**config.mk**
```make
export PLATFORM = sky130hd
export DESIGN_NAME = mram_burst_read_ctrl_flat
export DESIGN_NICKNAME = d
export VERILOG_FILES = /design/src/rtl/mram_burst_read_ctrl_if.sv /design/src/rtl/mram_burst_read_ctrl.sv /design/src/flat_wrapper.sv
export SDC_FILE = /design/constraint.sdc
export NUM_CORES = 1
export LEC_CHECK = 0
export CORE_ASPECT_RATIO = 0.8
export CORE_MARGIN = 3
export CORE_UTILIZATION = 31
export CTS_BUF_LIST = sky130_fd_sc_hd__clkbuf_2 sky130_fd_sc_hd__clkbuf_4 sky130_fd_sc_hd__clkbuf_8
export DETAILED_ROUTE_END_ITERATION = 10
export DONT_BUFFER_PORTS = 1
export GPL_ROUTABILITY_DRIVEN = 1
export PLACE_DENSITY_LB_ADDON = 0.2
export SYNTH_ARGS = -nofsm -noshare
export SYNTH_HDL_FRONTEND = slang
export SYNTH_SLANG_ARGS = --single-unit
```
**constraint.sdc**
```tcl
create_clock -name clk -period 2 [get_ports clk]
set_clock_uncertainty 0.1 [all_clocks]
set_input_delay 0.4 -clock clk [delete_from_list [all_inputs] [get_ports clk]]
set_output_delay 0.4 -clock clk [all_outputs]
set_load 0.05 [all_outputs]
```
**src/rtl/mram_burst_read_ctrl_if.sv**
```systemverilog
// Host, MRAM and serializer signal bundle for the MRAM burst read sequencer.
interface mram_burst_read_ctrl_if #(
    parameter int ADDR_W = 10
);
    logic              start;
    logic              abort;
    logic [ADDR_W-1:0] start_addr;
    logic [7:0]        burst_len;
    logic [1:0]        word_sel;
    logic [15:0]       mram_data_in;
    logic              mram_ce;
    logic              mram_oe;
    logic [ADDR_W-1:0] mram_addr;
    logic              ser_en;
    logic              ser_load;
    logic              ser_send_data;
    logic [1:0]        ser_word_sel;
    logic [15:0]       ser_data;
    logic              bit_valid;
    logic              busy;
    logic              done;
    logic              err;

    modport master (
        output start, abort, start_addr, burst_len, word_sel, mram_data_in,
        input  mram_ce, mram_oe, mram_addr, ser_en, ser_load, ser_send_data,
               ser_word_sel, ser_data, bit_valid, busy, done, err
    );

    modport slave (
        input  start, abort, start_addr, burst_len, word_sel, mram_data_in,
        output mram_ce, mram_oe, mram_addr, ser_en, ser_load, ser_send_data,
               ser_word_sel, ser_data, bit_valid, busy, done, err
    );
endinterface

```
**src/rtl/mram_burst_read_ctrl.sv**
```systemverilog
// Reads a burst of MRAM words and sequences the downstream LSB-first serializer
// (address, load, then 16 or 8 back-to-back shift strobes per word).
module mram_burst_read_ctrl #(
    parameter int ADDR_W = 10,
    parameter int RD_LAT = 2
) (
    input  logic                 clk,
    input  logic                 rst,
    mram_burst_read_ctrl_if.slave bus
);
    typedef enum logic [2:0] {IDLE, ADDR, LOAD, SHIFT, DONE} state_t;

    localparam logic [4:0] LAT_LAST = 5'(RD_LAT - 1);

    state_t            r_state;
    state_t            w_nextState;
    logic [4:0]        r_cnt;
    logic [ADDR_W-1:0] r_addr;
    logic [7:0]        r_remaining;
    logic [1:0]        r_wordSel;
    logic [15:0]       r_serData;
    logic              r_bitValid;
    logic              r_err;
    logic              w_abort;
    logic              w_accept;
    logic              w_lastAddr;
    logic              w_lastShift;
    logic [4:0]        w_shiftLast;

    assign w_abort     = bus.abort && (r_state != IDLE);
    assign w_accept    = bus.start && (bus.word_sel != 2'b00) && (bus.burst_len != 8'd0);
    assign w_shiftLast = (r_wordSel == 2'b11) ? 5'd15 : 5'd7;
    assign w_lastAddr  = (r_cnt == LAT_LAST);
    assign w_lastShift = (r_cnt == w_shiftLast);

    always_ff @(posedge clk) begin
        if (!rst) begin
            r_state <= IDLE;
        end else begin
            r_state <= w_nextState;
        end
    end

    always_comb begin
        w_nextState       = r_state;
        bus.mram_ce       = 1'b0;
        bus.mram_oe       = 1'b0;
        bus.mram_addr     = '0;
        bus.ser_en        = 1'b0;
        bus.ser_load      = 1'b0;
        bus.ser_send_data = 1'b0;
        bus.ser_word_sel  = 2'b00;
        bus.ser_data      = 16'h0000;
        bus.busy          = 1'b0;
        bus.done          = 1'b0;
        bus.bit_valid     = r_bitValid;
        bus.err           = r_err;
        case (r_state)
            IDLE: begin
                if (bus.start && (bus.word_sel != 2'b00)) begin
                    if (bus.burst_len == 8'd0) begin
                        w_nextState = DONE;
                    end else begin
                        w_nextState = ADDR;
                    end
                end
            end
            ADDR: begin
                bus.mram_ce   = 1'b1;
                bus.mram_oe   = 1'b1;
                bus.mram_addr = r_addr;
                if (w_lastAddr) begin
                    w_nextState = LOAD;
                end
            end
            LOAD: begin
                bus.ser_load = 1'b1;
                w_nextState  = SHIFT;
            end
            SHIFT: begin
                bus.ser_send_data = 1'b1;
                if (w_lastShift) begin
                    if (r_remaining == 8'd1) begin
                        w_nextState = DONE;
                    end else begin
                        w_nextState = ADDR;
                    end
                end
            end
            DONE: begin
                bus.done    = 1'b1;
                w_nextState = IDLE;
            end
            default: w_nextState = IDLE;
        endcase
        // Captured word and mode are only presented while a burst owns the serializer.
        if (r_state != IDLE) begin
            bus.ser_en       = 1'b1;
            bus.busy         = 1'b1;
            bus.ser_word_sel = r_wordSel;
            bus.ser_data     = r_serData;
        end
        if (w_abort) begin
            w_nextState = IDLE;
        end
    end

    always_ff @(posedge clk) begin
        if (!rst) begin
            r_cnt       <= '0;
            r_addr      <= '0;
            r_remaining <= '0;
            r_wordSel   <= 2'b00;
            r_serData   <= 16'h0000;
            r_bitValid  <= 1'b0;
            r_err       <= 1'b0;
        end else begin
            r_err      <= (r_state == IDLE) && bus.start && (bus.word_sel == 2'b00);
            r_bitValid <= (r_state == SHIFT) && !bus.abort;
            if (w_abort) begin
                r_cnt <= '0;
            end else begin
                case (r_state)
                    IDLE: begin
                        r_cnt <= '0;
                        if (w_accept) begin
                            r_addr      <= bus.start_addr;
                            r_remaining <= bus.burst_len;
                            r_wordSel   <= bus.word_sel;
                        end
                    end
                    ADDR: begin
                        if (w_lastAddr) begin
                            r_serData <= bus.mram_data_in;
                            r_cnt     <= '0;
                        end else begin
                            r_cnt <= r_cnt + 5'd1;
                        end
                    end
                    SHIFT: begin
                        if (w_lastShift) begin
                            r_cnt       <= '0;
                            r_remaining <= r_remaining - 8'd1;
                            if (r_remaining != 8'd1) begin
                                r_addr <= r_addr + ADDR_W'(1);
                            end
                        end else begin
                            r_cnt <= r_cnt + 5'd1;
                        end
                    end
                    default: r_cnt <= '0;
                endcase
            end
        end
    end
endmodule

```
**src/flat_wrapper.sv**
```systemverilog
// flat-port wrapper written by rule: the top's interface ports become plain ports
module mram_burst_read_ctrl_flat 
#(
    parameter int ADDR_W = 10,
    parameter int RD_LAT = 2
)
  (clk, rst, bus_start, bus_abort, bus_start_addr, bus_burst_len, bus_word_sel, bus_mram_data_in, bus_mram_ce, bus_mram_oe, bus_mram_addr, bus_ser_en, bus_ser_load, bus_ser_send_data, bus_ser_word_sel, bus_ser_data, bus_bit_valid, bus_busy, bus_done, bus_err);
  mram_burst_read_ctrl_if #(.ADDR_W(ADDR_W)) bus_i ();
  input  logic clk;
  input  logic rst;
  input wire logic [$bits(bus_i.start)-1:0] bus_start;
  input wire logic [$bits(bus_i.abort)-1:0] bus_abort;
  input wire logic [$bits(bus_i.start_addr)-1:0] bus_start_addr;
  input wire logic [$bits(bus_i.burst_len)-1:0] bus_burst_len;
  input wire logic [$bits(bus_i.word_sel)-1:0] bus_word_sel;
  input wire logic [$bits(bus_i.mram_data_in)-1:0] bus_mram_data_in;
  output wire logic [$bits(bus_i.mram_ce)-1:0] bus_mram_ce;
  output wire logic [$bits(bus_i.mram_oe)-1:0] bus_mram_oe;
  output wire logic [$bits(bus_i.mram_addr)-1:0] bus_mram_addr;
  output wire logic [$bits(bus_i.ser_en)-1:0] bus_ser_en;
  output wire logic [$bits(bus_i.ser_load)-1:0] bus_ser_load;
  output wire logic [$bits(bus_i.ser_send_data)-1:0] bus_ser_send_data;
  output wire logic [$bits(bus_i.ser_word_sel)-1:0] bus_ser_word_sel;
  output wire logic [$bits(bus_i.ser_data)-1:0] bus_ser_data;
  output wire logic [$bits(bus_i.bit_valid)-1:0] bus_bit_valid;
  output wire logic [$bits(bus_i.busy)-1:0] bus_busy;
  output wire logic [$bits(bus_i.done)-1:0] bus_done;
  output wire logic [$bits(bus_i.err)-1:0] bus_err;
  assign bus_i.start = bus_start;
  assign bus_i.abort = bus_abort;
  assign bus_i.start_addr = bus_start_addr;
  assign bus_i.burst_len = bus_burst_len;
  assign bus_i.word_sel = bus_word_sel;
  assign bus_i.mram_data_in = bus_mram_data_in;
  assign bus_mram_ce = bus_i.mram_ce;
  assign bus_mram_oe = bus_i.mram_oe;
  assign bus_mram_addr = bus_i.mram_addr;
  assign bus_ser_en = bus_i.ser_en;
  assign bus_ser_load = bus_i.ser_load;
  assign bus_ser_send_data = bus_i.ser_send_data;
  assign bus_ser_word_sel = bus_i.ser_word_sel;
  assign bus_ser_data = bus_i.ser_data;
  assign bus_bit_valid = bus_i.bit_valid;
  assign bus_busy = bus_i.busy;
  assign bus_done = bus_i.done;
  assign bus_err = bus_i.err;
  mram_burst_read_ctrl #(.ADDR_W(ADDR_W), .RD_LAT(RD_LAT)) u_core (.clk(clk), .rst(rst), .bus(bus_i));
endmodule
```
==> results.txt, run 1 <==
PwrDens: 562 mW/mm^2
VDD IR-drop max: 0.250 mV
clock transition time at the flip-flop clock pins of the worst setup and hold paths: 0.09 ns
Total GRT Usage: 0.149
Core ar.: 0.00771 sq mm
n_diodes: 0
CTS tree: yes
die height: 87.3 microns
Initial Util: 0.332
largest net degree at the start of global routing: 34
Synthesis Warnings: 0
status: finished, violations left
final net count: 426
vias in the first global route: 2,271
Seq cells post-synth: 46
NetSw: 582 uW
CP max stage cell: or4_4
DP Wirelength: 5.16 mm
worst hold start: bus_word_sel[0]
clock share of power: 0.339
layout cells sized above 1: 0.359
total CTS buffers: 5
drt initial violations: 118
r2r setup slk: -0.01 ns
Req. time, crit path: 2.08 ns
die width: 108 microns
Async S/R FF share, synth: 0
P&R area growth vs syn: 45.8%
syn nets: 369
RR Endpoint: u_core.r_addr[1]
drt wl/cell: 14.9 microns
Synth Instances: 324
Period Utilization, post-route: 1.01
CTS Buffer Depth: 2
post-synth top area share: 0.360
grt total ovfl: 0
Cell Int Power: 1520 uW
Worst Hold Path EP: u_core.bus.err
Seq/Total Area, Yosys: 0.360
final WL: 7.27 mm
type of origin of the critical path: flop
FF-to-FF path depth: 6
unique cell type count in the Yosys netlist: 55
Seq pwr share: 0.468
Relative slew margins: 0.670
first-pass GRT wire length: 11.2 mm
cell taking the most area after synthesis: dfxtp_1
area of the multi-input gates: 0.00161 sq mm
crit path DAT: 2.10 ns
# DRC: 0
Mapped Area: 0.00256 sq mm
Pins Over Slew Limit: 0
Vias per Instance: 5.10
Max Cap Violations: 0
final count of hold timing violations: 0
failing checks: negative setup slack
antenna violations before repair: 0
minimum clock period: 2.01 ns
Comb pwr share: 0.193
worst hold path class: primary input to flop
depth of the CTS H-tree: 2
# fillers: 725
root buffer cell: clkbuf_8
FMAX: 497 MHz
Final Setup Violations: 4
EDFF count, synth: 0
first-pass detailed-route iteration total: 7
setup TNS: -0.0263 ns
leakage: 0.00144 uW
hold buffer count at CTS: 0
Site Rows: 28
CP dominant cell by count: or4_4
crit-path max cell delay: 0.53 ns
die area: 0.00940 sq mm
sequential cell area: 935 sq um
Slew @ Worst Pin: 0.495 ns
Placer Congestion: 0.759
crit path cell chain: or4_4, or4_4, o21ai_4, buf_12, a21o_2, a21oi_2
vias post-DR: 2,484
CP Class: flop to flop
clk_lat worst skew: 0.30 ns
ys flop type: dfxtp_1
post-route setup slack: -0.0140 ns
sw frac: 0.277
I/O Pins: 77
ANT nets after route: 0
Synth area leaders: dfxtp_1 (36%), a21oi_1 (8.8%), nand2_1 (8.1%), and2_1 (6.8%), nor2_1 (3.4%)
CP Max Fanout: 14
pre-CTS setup slack: -0.149 ns
I/O Buffers: 0
CP endpoint kind: flop
RSZ-0062 raised after global routing: yes
cell depth of the worst min-delay path: 1
RR Startpoint: u_core.r_remaining[5]
Sink Count: 46
Mapped Avg Cell Area: 7.90 sq um
[cells in the final DEF, fill, tap and decap left out, types with 4 or more instances in the layout]
master,netlist,routed
buf_4,2,36
a21o_1,5,5
buf_12,1,27
and2_4,0,28
nor2_1,23,21
nand3_1,11,11
dfxtp_1,46,39
inv_1,6,5
nand2_1,55,55
nor3_1,8,8
nor4_1,6,6
a21oi_1,45,45
clkbuf_8,3,5
buf_6,2,5
and3_1,4,4
o32ai_1,5,4
ha_1,5,4
o21ai_0,10,9
dfxtp_2,0,5
[flip-flops by register name (all words and copies together) (netlist names)]
register              cells
u_core.r_cnt              5
u_core.r_remaining        8
u_core.bus.bit_valid      1
u_core.r_state            3
u_core.bus.err            1
u_core.r_addr            10
u_core.r_serData         16
u_core.r_wordSel          2
[logic make-up after synthesis]
group,count (synthesis),synth area share
AOI/OAI and AO/OA,88,0.221
xor gates and xnor gates,3,0.0103
adders and majority gates,5,0.0244
buffers and inverters,27,0.0674
DFF,46,0.360
muxes,2,0.00782
and+or+nand+nor,153,0.309
[worst max-delay path, delay by kind of cell (launching register included)]
kind                   cells  cell delay [ns]
DFF                        1             0.33
and+or+nand+nor            2             0.99
AOI/OAI and AO/OA          3             0.28
buffers and inverters      1             0.18
[cell type report]
cell class                 count  area share
clock buffer                   5      0.0184
clock inverter                 3      0.0117
inverter                       7     0.00771
tap                          105      0.0352
sequential                    46       0.250
timing repair buffer          70       0.246
multi-input combinational    251       0.431
[worst max-delay path by stage]
stage	startpoint	end
after global placement	bus_burst_len[1]	u_core.r_remaining[2]
after global routing	u_core.r_remaining[5]	u_core.r_addr[3]
after detailed placement	bus_burst_len[1]	u_core.r_remaining[6]
after CTS	u_core.r_remaining[5]	u_core.r_addr[7]
after floorplan	u_core.r_state[0]	bus_ser_data[10]
final	u_core.r_remaining[5]	u_core.r_addr[1]
[cell usage after synthesis (3+ instances only)]
cell type  count
clkbuf_1      10
inv_1          6
ha_1           5
a21oi_1       45
nor3b_1        3
and2_1        28
clkbuf_8       3
a21o_1         5
nand2_1       55
nor4_1         6
and3_1         4
dfxtp_1       46
o32ai_1        5
nand3_1       11
nor2_1        23
o21ai_0       10
nor3_1         8
[routing by layer]
| metal | GRT usage | part of all wire | up-vias |
|---|---|---|---|
| li1 | - | - | 1249 |
| met1 | 0.202 | 0.46 | 1162 |
| met2 | 0.233 | 0.46 | 68 |
| met3 | 0.0400 | 0.065 | 5 |
| met4 | 0.0424 | 0.0073 | 0 |
| met5 | 0 | 0 | - |
[power groups by stage]
stage	Clock, uW	Combinational, uW	Sequential [uW]
detailed placement	0	332	1000
global route	773	435	987
finish	712	404	981
floorplan	0	234	996
CTS	732	361	981
global placement	0	330	1000
[metrics by stage]
stage / utilization / area [sq um] / total power, uW / hold slack, ns / cells
4_1_cts: 0.459 / 3540 / 2070 / 0.0597 / 479
5_1_grt: 0.484 / 3730 / 2190 / 0.0656 / 487
2_1_floorplan: - / 2580 / 1230 / 0.332 / 324
3_5_place_dp: 0.431 / 3320 / 1330 / 0.343 / 468
3_3_place_gp: 0.431 / 3320 / 1330 / 0.338 / 468
6_report: 0.484 / 3730 / 2100 / 0.0758 / 487
[timing repair]
action | CTS | global route
cloned | 0 | 2
pin swaps | 4 | 17
resized for setup | 25 | 36
buffers inserted | 4 | 6
setup endpoints to repair | 50 | 51
Note: power is estimated with default switching activity, not from simulation.
==> run 2: changes to the inputs <==
--- a/config.mk
+++ b/config.mk
@@ -7,7 +7,7 @@
 export LEC_CHECK = 0
 export CORE_ASPECT_RATIO = 0.8
 export CORE_MARGIN = 3
-export CORE_UTILIZATION = 31
+export CORE_UTILIZATION = 30
 export CTS_BUF_LIST = sky130_fd_sc_hd__clkbuf_2 sky130_fd_sc_hd__clkbuf_4 sky130_fd_sc_hd__clkbuf_8
 export DETAILED_ROUTE_END_ITERATION = 10
 export DONT_BUFFER_PORTS = 1
==> results.txt, run 2 (synthesized netlist as in run 1, its figures left out) <==
status: finished, violations left
failing checks: negative setup slack
WP depth: 7 (+1)
NetSw: 621 uW (+6.7%)
gr busiest metal: met2
Placer Congestion: 0.768 (+1.2%)
CP endpoint kind: output pin
CTS tree: yes
die width: 109 microns (+1.6%)
final net count: 449 (+5.4%)
depth of the CTS H-tree: 2 (unchanged)
Max Cap Violations: 0 (unchanged)
Relative slew margins: 0.672 (+0.00263)
DP Wirelength: 5.20 mm (+0.76%)
# DRC: 0 (unchanged)
Placed Cells incl. Taps: 478 (+2.1%)
crit path DAT: 1.59 ns (-0.51 ns)
n_diodes: 0 (unchanged)
RR Endpoint: u_core.r_addr[8]
layout cells sized above 1: 0.474 (+0.115)
crit path from: u_core.r_state[2]
drt initial violations: 119 (+0.85%)
grt met3 use: 0.0357 (-0.00429)
# fillers: 766 (+5.7%)
Pins Over Slew Limit: 0 (unchanged)
total CTS buffers: 5 (unchanged)
antenna violations before repair: 0 (unchanged)
type of origin of the critical path: flop
clock transition time at the flip-flop clock pins of the worst setup and hold paths: 0.10 ns (about the same)
leakage: 0.00168 uW (+17%)
CP max stage cell: dfxtp_2
Total GRT Usage: 0.147 (-0.00205)
CTS Buffer Depth: 2 (unchanged)
crit-path max cell delay: 0.34 ns (-0.19 ns)
Slew @ Worst Pin: 0.491 ns (-0.00408 ns)
Site Rows: 29 (+3.6%)
Vias per Instance: 5.09 (-0.14%)
VDD IR-drop max: 0.300 mV (+20%)
area of the multi-input gates: 0.00180 sq mm (+12%)
vias in the first global route: 2,317 (+2.0%)
clock share of power: 0.295 (-0.044)
I/O Pins: 77 (unchanged)
max reg flops: 16 (unchanged)
die height: 88.6 microns (+1.5%)
cell depth of the worst min-delay path: 1 (unchanged)
drt wl/cell: 15.7 microns (+5.0%)
largest net degree at the start of global routing: 34 (unchanged)
sequential cell area: 933 sq um (-0.13%)
CP Class: flop to output pin
Core ar.: 0.00813 sq mm (+5.5%)
most common cell after layout, fill and taps aside: buf_4
Final Non-Filler Cells: 513 (+5.3%)
final count of hold timing violations: 0 (unchanged)
root buffer cell: clkbuf_8
I/O Buffers: 0 (unchanged)
delay-heaviest family, CP: buffers and inverters
Sink Count: 46 (unchanged)
Largest regs: u_core.r_serData x16, u_core.r_addr x10, u_core.r_remaining x8
final hold slack: 0.0559 ns (-0.0199 ns)
sw frac: 0.302 (+0.0245)
Biggest register: u_core.r_serData
vias post-DR: 2,613 (+5.2%)
r2r setup slk: -0.06 ns (-0.05 ns)
Req. time, crit path: 1.50 ns (-0.58 ns)
RSZ-0062 raised after global routing: yes
clk_lat worst skew: 0.31 ns (about the same)
minimum clock period: 2.09 ns (+0.0742 ns)
most frequent cells in the layout: buf_4 (47), nand2_1 (41), dfxtp_1 (40), a21oi_1 (31), and2_4 (28)
ANT nets after route: 0 (unchanged)
Comb pwr share: 0.228 (+0.035)
Final Cell Area: 0.00415 sq mm (+11%)
PwrDens: 496 mW/mm^2 (-12%)
end point of the critical path: bus_mram_addr[0]
post-route setup slack: -0.0882 ns (-0.0742 ns)
Seq pwr share: 0.477 (+0.009)
FF-to-FF path depth: 6 (unchanged)
P&R area growth vs syn: 62.0%
RR Startpoint: u_core.r_remaining[5]
die area: 0.00969 sq mm (+3.1%)
Post-Place Cell Area: 0.00338 sq mm (+1.7%)
met2 Usage GRT: 0.231 (-0.00174)
crit path cell chain: buf_6, nand2b_4, buf_6, nor2_4, buf_6, and2_4, buf_12
Cell Int Power: 1440 uW (-5.3%)
Final Setup Violations: 42 (+38)
hold buffer count at CTS: 0 (unchanged)
FMAX: 479 MHz (-3.6%)
Period Utilization, post-route: 1.04 (+0.0371)
final WL: 8.05 mm (+11%)
pre-CTS setup slack: -0.172 ns (-0.0229 ns)
CP Max Fanout: 6 (-8)
CP dominant cell by count: buf_6
Finished Core Util: 0.510 (+0.0261)
worst hold path class: primary input to flop
met1 Use GR: 0.206 (+0.00474)
grt total ovfl: 0 (unchanged)
first-pass detailed-route iteration total: 4 (-3)
Initial Util: 0.315 (-0.0172)
Buf/Inv on CP: 4 (+3)
first-pass GRT wire length: 11.5 mm (+2.3%)
run 2: cell count changes in the layout (fill, tap and decap cells not counted), sizes merged:
cell | before | now
buf | 68 | 89
bufinv | 1 | 0
clkbuf | 7 | 9
clkinv | 1 | 2
clkinvlp | 0 | 1
inv | 8 | 7
run 2: how the worst min path moves through the flow:
stage                           end                 start  slack (ns)
3_3_place_gp    u_core.r_serData[0]   u_core.r_serData[0]        0.34
6_report             u_core.bus.err       bus_word_sel[1]        0.06
3_5_place_dp    u_core.r_serData[6]   u_core.r_serData[6]        0.34
5_1_grt              u_core.bus.err       bus_word_sel[1]        0.04
4_1_cts              u_core.bus.err       bus_word_sel[1]        0.05
2_1_floorplan  u_core.r_serData[11]  u_core.r_serData[11]        0.33
run 2: repair_timing:
action / 4_1_cts / 5_1_grt
pin swaps: 3 / 33
gates cloned: 1 / 6
setup buffers: 6 / 14
endpoints found under the setup margin: 49 / 62
resized for setup: 30 / 89
run 2: metrics by stage:
stage / TNS, ns / power (uW)
2_1_floorplan: -0.0809 / 1230
3_3_place_gp: -0.517 / 1340
3_5_place_dp: -1.42 / 1340
4_1_cts: -2.94 / 1980
5_1_grt: -5.06 / 2150
6_report: -2.14 / 2060
run 2: power by group through the flow:
stage               registers [uW]  clock network (uW)  logic [uW]
floorplan                      996                   0         234
global placement               999                   0         340
detailed placement             999                   0         343
CTS                            979                 629         377
global route                   985                 663         504
finish                         980                 607         469
run 2: metal layers:
layer,vias to the layer above,wire length (microns)
met4,0,49
met5,-,0
met1,1226,3700
met3,7,427
li1,1303,-
met2,77,3870
run 2: cell type report:
class	count	share of cell area
clock buffers	5	0.0166
repair buffers	93	0.280
clock inverters	3	0.00603
inverters	7	0.00724
well taps	108	0.0326
multi-input cells	251	0.433
flip-flops and latches	46	0.225
